## src/rtl/gray_pkg.sv

```systemverilog
// Shared Gray-code rules for the conversion paths and the pointer.
// Functions work on MaxWidth-wide zero-extended words; callers truncate to Width.
package gray_pkg;

  localparam int MaxWidth = 32;

  // Upper zero bits do not disturb either rule, so one MaxWidth-wide
  // definition serves every Width from 1 to MaxWidth.
  function automatic logic [MaxWidth-1:0] bin2gray(input logic [MaxWidth-1:0] v);
    return v ^ (v >> 1);
  endfunction

  function automatic logic [MaxWidth-1:0] gray2bin(input logic [MaxWidth-1:0] v);
    logic [MaxWidth-1:0] b;
    b[MaxWidth-1] = v[MaxWidth-1];
    for (int i = MaxWidth - 2; i >= 0; i--) begin
      b[i] = b[i+1] ^ v[i];
    end
    return b;
  endfunction

endpackage

```

## src/rtl/gray_code_unit_if.sv

```systemverilog
// Bundle of the conversion paths and pointer signals of gray_code_unit.
// Valid semantics: there is no ready; a *_valid input is consumed on every rising
// clk edge it is high, and the matching *_q_valid is high for exactly the cycle after.
interface gray_code_unit_if #(
  parameter int Width = 4
);
  logic [Width-1:0] bin_d;
  logic             bin_valid;
  logic [Width-1:0] gray_q;
  logic             gray_q_valid;
  logic [Width-1:0] gray_d;
  logic             gray_valid;
  logic [Width-1:0] bin_q;
  logic             bin_q_valid;
  logic             inc;
  logic [Width-1:0] ptr_gray;
  logic [Width-1:0] ptr_bin;
  logic [Width-1:0] ptr_gray_next;

  modport master (
    output bin_d, bin_valid, gray_d, gray_valid, inc,
    input  gray_q, gray_q_valid, bin_q, bin_q_valid, ptr_gray, ptr_bin, ptr_gray_next
  );

  modport slave (
    input  bin_d, bin_valid, gray_d, gray_valid, inc,
    output gray_q, gray_q_valid, bin_q, bin_q_valid, ptr_gray, ptr_bin, ptr_gray_next
  );
endinterface

```

## src/rtl/gray_ptr.sv

```systemverilog
// Gray-coded pointer register with combinational binary decode and successor.
// ptr_gray comes straight from the flop so synchronisers never see decode glitches.
module gray_ptr
  import gray_pkg::*;
#(
  parameter int Width = 4
) (
  input  logic             clk,
  input  logic             rst_n,
  input  logic             inc,
  output logic [Width-1:0] ptr_gray,
  output logic [Width-1:0] ptr_bin,
  output logic [Width-1:0] ptr_gray_next
);

  logic [Width-1:0] ptr_bin_inc;

  assign ptr_bin       = Width'(gray2bin(MaxWidth'(ptr_gray)));
  // Natural modulo-2^Width wrap of the binary add gives the single-bit wrap step.
  assign ptr_bin_inc   = ptr_bin + Width'(1);
  assign ptr_gray_next = Width'(bin2gray(MaxWidth'(ptr_bin_inc)));

  always_ff @(posedge clk or negedge rst_n) begin
    if (!rst_n) begin
      ptr_gray <= '0;
    end else if (inc) begin
      ptr_gray <= ptr_gray_next;
    end
  end

endmodule

```

## src/rtl/gray_code_unit.sv

```systemverilog
// Registered binary<->Gray converters plus one Gray pointer for async FIFO use.
// The encode and decode paths are fully independent of each other and of the pointer.
module gray_code_unit
  import gray_pkg::*;
#(
  parameter int Width = 4
) (
  input  logic           clk,
  input  logic           rst_n,
  gray_code_unit_if.slave bus
);

  // Encode path: data register holds when no valid arrives.
  always_ff @(posedge clk or negedge rst_n) begin
    if (!rst_n) begin
      bus.gray_q       <= '0;
      bus.gray_q_valid <= 1'b0;
    end else begin
      bus.gray_q_valid <= bus.bin_valid;
      if (bus.bin_valid) begin
        bus.gray_q <= Width'(bin2gray(MaxWidth'(bus.bin_d)));
      end
    end
  end

  always_ff @(posedge clk or negedge rst_n) begin
    if (!rst_n) begin
      bus.bin_q       <= '0;
      bus.bin_q_valid <= 1'b0;
    end else begin
      bus.bin_q_valid <= bus.gray_valid;
      if (bus.gray_valid) begin
        bus.bin_q <= Width'(gray2bin(MaxWidth'(bus.gray_d)));
      end
    end
  end

  gray_ptr #(
    .Width (Width)
  ) u_ptr (
    .clk           (clk),
    .rst_n         (rst_n),
    .inc           (bus.inc),
    .ptr_gray      (bus.ptr_gray),
    .ptr_bin       (bus.ptr_bin),
    .ptr_gray_next (bus.ptr_gray_next)
  );

endmodule

```

## src/flat_wrapper.sv

```systemverilog
// flat-port wrapper written by rule: the top's interface ports become plain ports
module gray_code_unit_flat import gray_pkg::*;
#(
  parameter int Width = 4
)
  (clk, rst_n, bus_bin_d, bus_bin_valid, bus_gray_d, bus_gray_valid, bus_inc, bus_gray_q, bus_gray_q_valid, bus_bin_q, bus_bin_q_valid, bus_ptr_gray, bus_ptr_bin, bus_ptr_gray_next);
  gray_code_unit_if #(.Width(Width)) bus_i ();
  input  logic clk;
  input  logic rst_n;
  input wire logic [$bits(bus_i.bin_d)-1:0] bus_bin_d;
  input wire logic [$bits(bus_i.bin_valid)-1:0] bus_bin_valid;
  input wire logic [$bits(bus_i.gray_d)-1:0] bus_gray_d;
  input wire logic [$bits(bus_i.gray_valid)-1:0] bus_gray_valid;
  input wire logic [$bits(bus_i.inc)-1:0] bus_inc;
  output wire logic [$bits(bus_i.gray_q)-1:0] bus_gray_q;
  output wire logic [$bits(bus_i.gray_q_valid)-1:0] bus_gray_q_valid;
  output wire logic [$bits(bus_i.bin_q)-1:0] bus_bin_q;
  output wire logic [$bits(bus_i.bin_q_valid)-1:0] bus_bin_q_valid;
  output wire logic [$bits(bus_i.ptr_gray)-1:0] bus_ptr_gray;
  output wire logic [$bits(bus_i.ptr_bin)-1:0] bus_ptr_bin;
  output wire logic [$bits(bus_i.ptr_gray_next)-1:0] bus_ptr_gray_next;
  assign bus_i.bin_d = bus_bin_d;
  assign bus_i.bin_valid = bus_bin_valid;
  assign bus_i.gray_d = bus_gray_d;
  assign bus_i.gray_valid = bus_gray_valid;
  assign bus_i.inc = bus_inc;
  assign bus_gray_q = bus_i.gray_q;
  assign bus_gray_q_valid = bus_i.gray_q_valid;
  assign bus_bin_q = bus_i.bin_q;
  assign bus_bin_q_valid = bus_i.bin_q_valid;
  assign bus_ptr_gray = bus_i.ptr_gray;
  assign bus_ptr_bin = bus_i.ptr_bin;
  assign bus_ptr_gray_next = bus_i.ptr_gray_next;
  gray_code_unit #(.Width(Width)) u_core (.clk(clk), .rst_n(rst_n), .bus(bus_i));
endmodule
```

## config.mk

```make
export PLATFORM = sky130hd
export DESIGN_NAME = gray_code_unit_flat
export DESIGN_NICKNAME = d
export VERILOG_FILES = /design/src/rtl/gray_pkg.sv /design/src/rtl/gray_code_unit_if.sv /design/src/rtl/gray_ptr.sv /design/src/rtl/gray_code_unit.sv /design/src/flat_wrapper.sv
export SDC_FILE = /design/constraint.sdc
export NUM_CORES = 1
export LEC_CHECK = 0
export ABC_AREA = 1
export CAP_MARGIN = 10
export CORE_AREA = 2 2 45 47
export DETAILED_ROUTE_END_ITERATION = 16
export DIE_AREA = 0 0 47 49
export HOLD_SLACK_MARGIN = 0.05
export PLACE_DENSITY = 0.84
export SLEW_MARGIN = 20
export SYNTH_ARGS = -nofsm -noshare
export SYNTH_HDL_FRONTEND = slang
export SYNTH_HIERARCHICAL = 1
export SYNTH_SLANG_ARGS = --single-unit
```

## constraint.sdc

```tcl
create_clock -name clk -period 4.15 [get_ports clk]
set_clock_uncertainty 0.2 [all_clocks]
set_input_delay 0.6225 -clock clk [delete_from_list [all_inputs] [get_ports clk]]
set_output_delay 0.6225 -clock clk [all_outputs]
set_load 0.005 [all_outputs]
```

=== Word level (Yosys, flattened, before mapping) ===
Index checks and enable logic that the tools add are counted.
W data, S select, Z words.

* Flip-flop bits (word level): 14
* Latch bits: 0
* Bits in writable memories: 0
* ROM bits: 0
* Input bits: 13
* Output and inout bits: 22
* Logic and storage cells: 14
* Memories: 0

* $add $sub $neg: 1
* $mul: 0
* Div/mod/pow operators: 0
* Order comparisons: 0
* Equal/unequal tests: 0
* Shift-type cells: 0
* Mux-type cells: 0
* Bitwise logic cells: 8
* Reductions and logical operators: 0

{| class="wikitable"
|+ Operators with widths
! cell !! count
|-
| $xor A4 B3 Y4 || 2
|-
| $xor A1 B1 Y1 || 6
|-
| $add A4 B1 Y4 const B || 1
|}

=== Logic depth before layout (Yosys ltp) ===
* Depth in word-level cells: 5
* Mapped depth: 12
* Depth with buffers taken out: 12

=== Cells and area by module ===
The synthesis kept the hierarchy.

{| class="wikitable"
|+ By module, submodules not included
! module !! instances !! cells each !! area an instance (um^2) !! seq. area each (um^2)
|-
| gray_code_unit || 1 || 48 || 429.2 || 250.2
|-
| gray_ptr || 1 || 44 || 291.5 || 100.1
|}

=== Worst setup path after synthesis ===
Ideal clock, no wire load.

* Path type: register to output
* Start point: reg u_core.u_ptr.ptr_gray[3]
* End point: out bus_ptr_gray_next[2]
* Data arrival time: 1577 ps
* Data required time: 3327 ps
* Path slack: 1750 ps
* Stages on the path, launching flop included: 12
* Buffers on the path: 0
* Cell sequence: dfrtp_1 > inv_2 > nand2_1 > nand2_1 > ha_1 > inv_1 > nand2_1 > nand2_2 > nand3_2 > nand2_2 > nand2_2 > and2_1

* Cells in the longest elaborated chain, start to end: 5

{| class="wikitable"
|+ Ends and longest elaborated chain
! item !! line !! source
|-
| start: declaration || gray_ptr.sv:11 || <nowiki>output logic [Width-1:0] ptr_gray,</nowiki>
|-
| start signal: assignment || gray_ptr.sv:27 || <nowiki>ptr_gray <= ptr_gray_next;</nowiki>
|-
| $xor A1 B1 Y1 || gray_pkg.sv:17 || <nowiki>b[i] = b[i+1] ^ v[i];</nowiki>
|-
| named net bus_ptr_bin[2] || flat_wrapper.sv:20 || <nowiki>output wire logic [$bits(bus_i.ptr_bin)-1:0] bus_ptr_bin;</nowiki>
|-
| $xor A1 B1 Y1 || gray_pkg.sv:17 ||
|-
| named net bus_ptr_bin[1] || flat_wrapper.sv:20 ||
|-
| $xor A1 B1 Y1 || gray_pkg.sv:17 ||
|-
| named net bus_ptr_bin[0] || flat_wrapper.sv:20 ||
|-
| $add A4 B1 Y4 || gray_ptr.sv:20 || <nowiki>assign ptr_bin_inc = ptr_bin + Width'(1);</nowiki>
|-
| $xor A4 B3 Y4 || gray_pkg.sv:10 || <nowiki>return v ^ (v >> 1);</nowiki>
|-
| end: declaration || flat_wrapper.sv:21 || <nowiki>output wire logic [$bits(bus_i.ptr_gray_next)-1:0] bus_ptr_gray_next;</nowiki>
|}

The timed path passes the listed nets, and every way through them passes these cells.

=== Worst setup path after layout ===
* Start point: reg u_core.u_ptr.ptr_gray[3]
* End point: out bus_ptr_gray_next[2]

* Cells in the longest elaborated chain, start to end: 5

{| class="wikitable"
|+ Ends and longest elaborated chain
! item !! line
|-
| $xor A1 B1 Y1 (3 in a row) || gray_pkg.sv:17
|-
| $add A4 B1 Y4 (*) || gray_ptr.sv:20
|-
| $xor A4 B3 Y4 (*) || gray_pkg.sv:10
|}

Every way passes the cells marked *; elsewhere a longest branch is shown, timed or not.

==> out/qor.csv <==
stage,metric,value,unit
status,outcome,finished clean,
routing,average via count per standard cell,4.46,
synthesis,Synth Area in Compound Gates,0.0642,
routing,DR WL/cell,9.88,um
grt,met2 usage,0.258,
timing,# setup viols final,0,
synthesis,Adder-Cell Fraction of Synth Area,0.0174,
synthesis,syn nets,106,
pwr,maximum VDD drop,291,uV
cells_and_area,Area Overhead vs Synth,54.0,%
pwr,Reg power frac,0.274,
routing,drt initial violations,4,
cells_and_area,diodes inserted,0,
grt,first-pass GRT wire length,2570,um
critical_path,critical path type,register to output pin,
routing,Remaining DRCs,0,
synthesis,xor and xnor area share after synthesis,0.0365,
clocking,number of clock sinks,14,
clocking,clock root buffer,clkbuf_4,
grt,vias in the first global route,669,
routing,via count,692,
clocking,number of CTS-inserted buffers,3,
pwr,combinational share of power,0.627,
synthesis,"area leader, netlist",dfrtp_1,
synthesis,Ys Warns,6,
grt,largest net degree at the start of global routing,15,
cells_and_area,Final #Nets,144,
synthesis,post-synthesis mux area share,0,
job,Max-cap violations,0,
synthesis,Mapped Cells,92,
cells_and_area,"commonest non-fill, non-tap cell in the layout",clkdlybuf4s50_1,
timing,highest clock rate,316,MHz
cells_and_area,"non-filler cells, final",155,
floorplanning,Rows,16,
synthesis,register area share after synthesis,0.486,
floorplanning,I/O pin count,35,
pwr,Lkg Pwr,0.527,nW
critical_path,required time of the critical path,3.33,ns
grt,GR peak layer,met2,
synthesis,area of the mapped netlist,721,um2
clocking,CTS tree,done,
clocking,CTS Buffer Depth,2,
cells_and_area,"commonest non-fill, non-tap cells in the layout","clkdlybuf4s50_1, nand2_1, dfrtp_1",
grt,gr ovfl total,0,
routing,1st-pass router iterations,4,
placed_design,Placed Cells,152,
critical_path,slowest cell delay on critical path,0.49,ns
synthesis,syn avg cell area,7.83,um2
floorplanning,Die ar.,2300,um2
floorplanning,chip height,49,um
placed_design,Port Buf Inserts,34,
timing,max_slew headroom,0.610,
timing,Setup TNS,0,ns
timing,period utilization,0.762,
critical_path,worst path cell trace,inv_2 > nand2_1 > nand2_1 > ha_1 > inv_1 > nand2_1 > nand3_1 > nand2_1 > nand2_2 > nand2_2 > and2_1 > clkdlybuf4s50_1,
routing,Routed Antenna Nets,0,
clocking,hold buffer count at CTS,0,
floorplanning,core area,1840,um2
synthesis,Synth area leaders,"dfrtp_1, nand2_1, nand3_1",
routing,final WL,1530,um
min_path,Hold Crit Class,register to register,
timing,Slew @ Worst Pin,0.583,ns
critical_path,Most Frequent Cell on Critical Path,nand2_1,
timing,RSZ-0062 raised after global routing,no,
critical_path,Worst setup EP type,output pin,
pwr,PwrDens,640,nW/um2
floorplanning,Initial Utilization,0.391,
clocking,Post-CTS Setup Inserts,0,
timing,Tmin final,3.16,ns
cells_and_area,share of cells above drive strength 1,0.102,
floorplanning,Die W,47,um
pwr,Clock Power Share,0.100,
pwr,total power draw,0.710,mW
critical_path,CP max FO,7,
pwr,Sw Ratio,0.358,
synthesis,Post-Synth Simple-Gate Area,0.318,
placed_design,Final GP Congestion,0.764,
critical_path,CP max stage cell,clkdlybuf4s50_1,
synthesis,#FFs+latches synth,14,
pwr,Psw,0.254,mW
grt,M3 GR Usage,0.0333,
clocking,H-Tree Depth,1,
clocking,"CTS clk-pin slew, worst paths",0.08,ns
grt,initial antenna violation count,0,
clocking,Worst-Skew Late Latency,0.27,ns
timing,Final Hold Viols,0,
clocking,PostCTS Resize Cnt,0,
critical_path,critical path launch point type,register,
grt,GRT met1 Usage,0.177,
timing,max-slew violations,0,
critical_path,CP arrival,2.34,ns
grt,Total GRT Usage,0.151,
synthesis,post-synth top area share,0.486,
pwr,internal power,0.456,mW
synthesis,main combinational cell family by area after synthesis,simple AND/OR/NAND/NOR gates,
synthesis,Synth cell types,17,
placed_design,DP Wirelength,1330,um
==> power by group through the flow <==
stage | Combinational, mW | Clock (mW) | Sequential [mW]
after global placement | 0.440 | 0 | 0.196
after floorplan | 0.205 | 0 | 0.196
after CTS | 0.451 | 0.0756 | 0.195
final | 0.445 | 0.0709 | 0.194
after global routing | 0.498 | 0.0843 | 0.198
after detailed placement | 0.451 | 0 | 0.197
==> final cells by class <==
cell class	instances	area [um2]
Timing Repair Buffer	34	340
Multi-Input combinational cell	64	314
Clock buffer	3	22.5
Fill cell	176	732
Sequential cell	14	350
Tap cell	27	33.8
Inverter	13	48.8
==> cell usage after synthesis <==
library cell / count
a21oi_1: 1
a31oi_1: 1
and2_1: 1
buf_4: 1
dfrtp_1: 14
ha_1: 1
inv_1: 10
inv_2: 3
nand2_1: 30
nand2_2: 5
nand3_1: 11
nand3_2: 1
nor2_1: 2
o21ai_0: 6
o21ai_1: 1
or2_2: 1
xnor2_1: 3
==> per-stage QoR <==
stage	utilization	worst slack, ns	hold WS (ns)	instance area (um2)
after global placement	0.590	1.33	0.257	1090
final	0.603	0.988	0.283	1110
after detailed placement	0.590	1.28	0.267	1090
after global routing	0.603	0.775	0.326	1110
after CTS	0.603	0.959	0.286	1110
after floorplan	-	1.75	0.127	721
==> per-layer routing <==
| metal | wire [um] | part of all wire |
|---|---|---|
| met5 | 0 | 0 |
| met4 | 0 | 0 |
| met3 | 80 | 0.052 |
| met2 | 801 | 0.52 |
| met1 | 651 | 0.42 |
==> critical path, delay by kind of cell (launching register included) <==
kind	cells	cell delay (ns)
adders and majority gates	1	0.35
DFF	1	0.48
buffers and inverters	3	0.64
and+or+nand+nor	8	0.61
==> path summary, 6_finish.rpt <==
check,from,to,slack [ns],cells past startpoint
worst max-delay path,u_core/u_ptr/ptr_gray[3]$_DFFE_PN0P_,bus_ptr_gray_next[2],0.99,12
worst min-delay path,u_core/bus.gray_q[3]$_DFFE_PN0P_,u_core/bus.gray_q[3]$_DFFE_PN0P_,0.28,2
worst max register to register,u_core/u_ptr/ptr_gray[3]$_DFFE_PN0P_,u_core/u_ptr/ptr_gray[2]$_DFFE_PN0P_,2.22,12
worst min register to register,u_core/bus.gray_q[3]$_DFFE_PN0P_,u_core/bus.gray_q[3]$_DFFE_PN0P_,0.28,2
max in group asynchronous,rst_n,u_core/u_ptr/ptr_gray[1]$_DFFE_PN0P_,2.84,1
min in group asynchronous,rst_n,u_core/bus.gray_q[0]$_DFFE_PN0P_,0.52,1
==> cell families after synthesis <==
logic type,Yosys count
AOI/OAI and AO/OA,9
xor gates and xnor gates,3
adders and majority gates,1
buffers and inverters,14
DFF,14
and+or+nand+nor,51
==> state kept, by name, indices dropped and copies added, names as in the netlist <==
signal	flops
u_core/bus.bin_q	4
u_core/bus.gray_q	4
u_core/u_ptr/ptr_gray	4
u_core/bus.bin_q_valid	1
u_core/bus.gray_q_valid	1
Note: power is estimated with default switching activity, not from simulation.
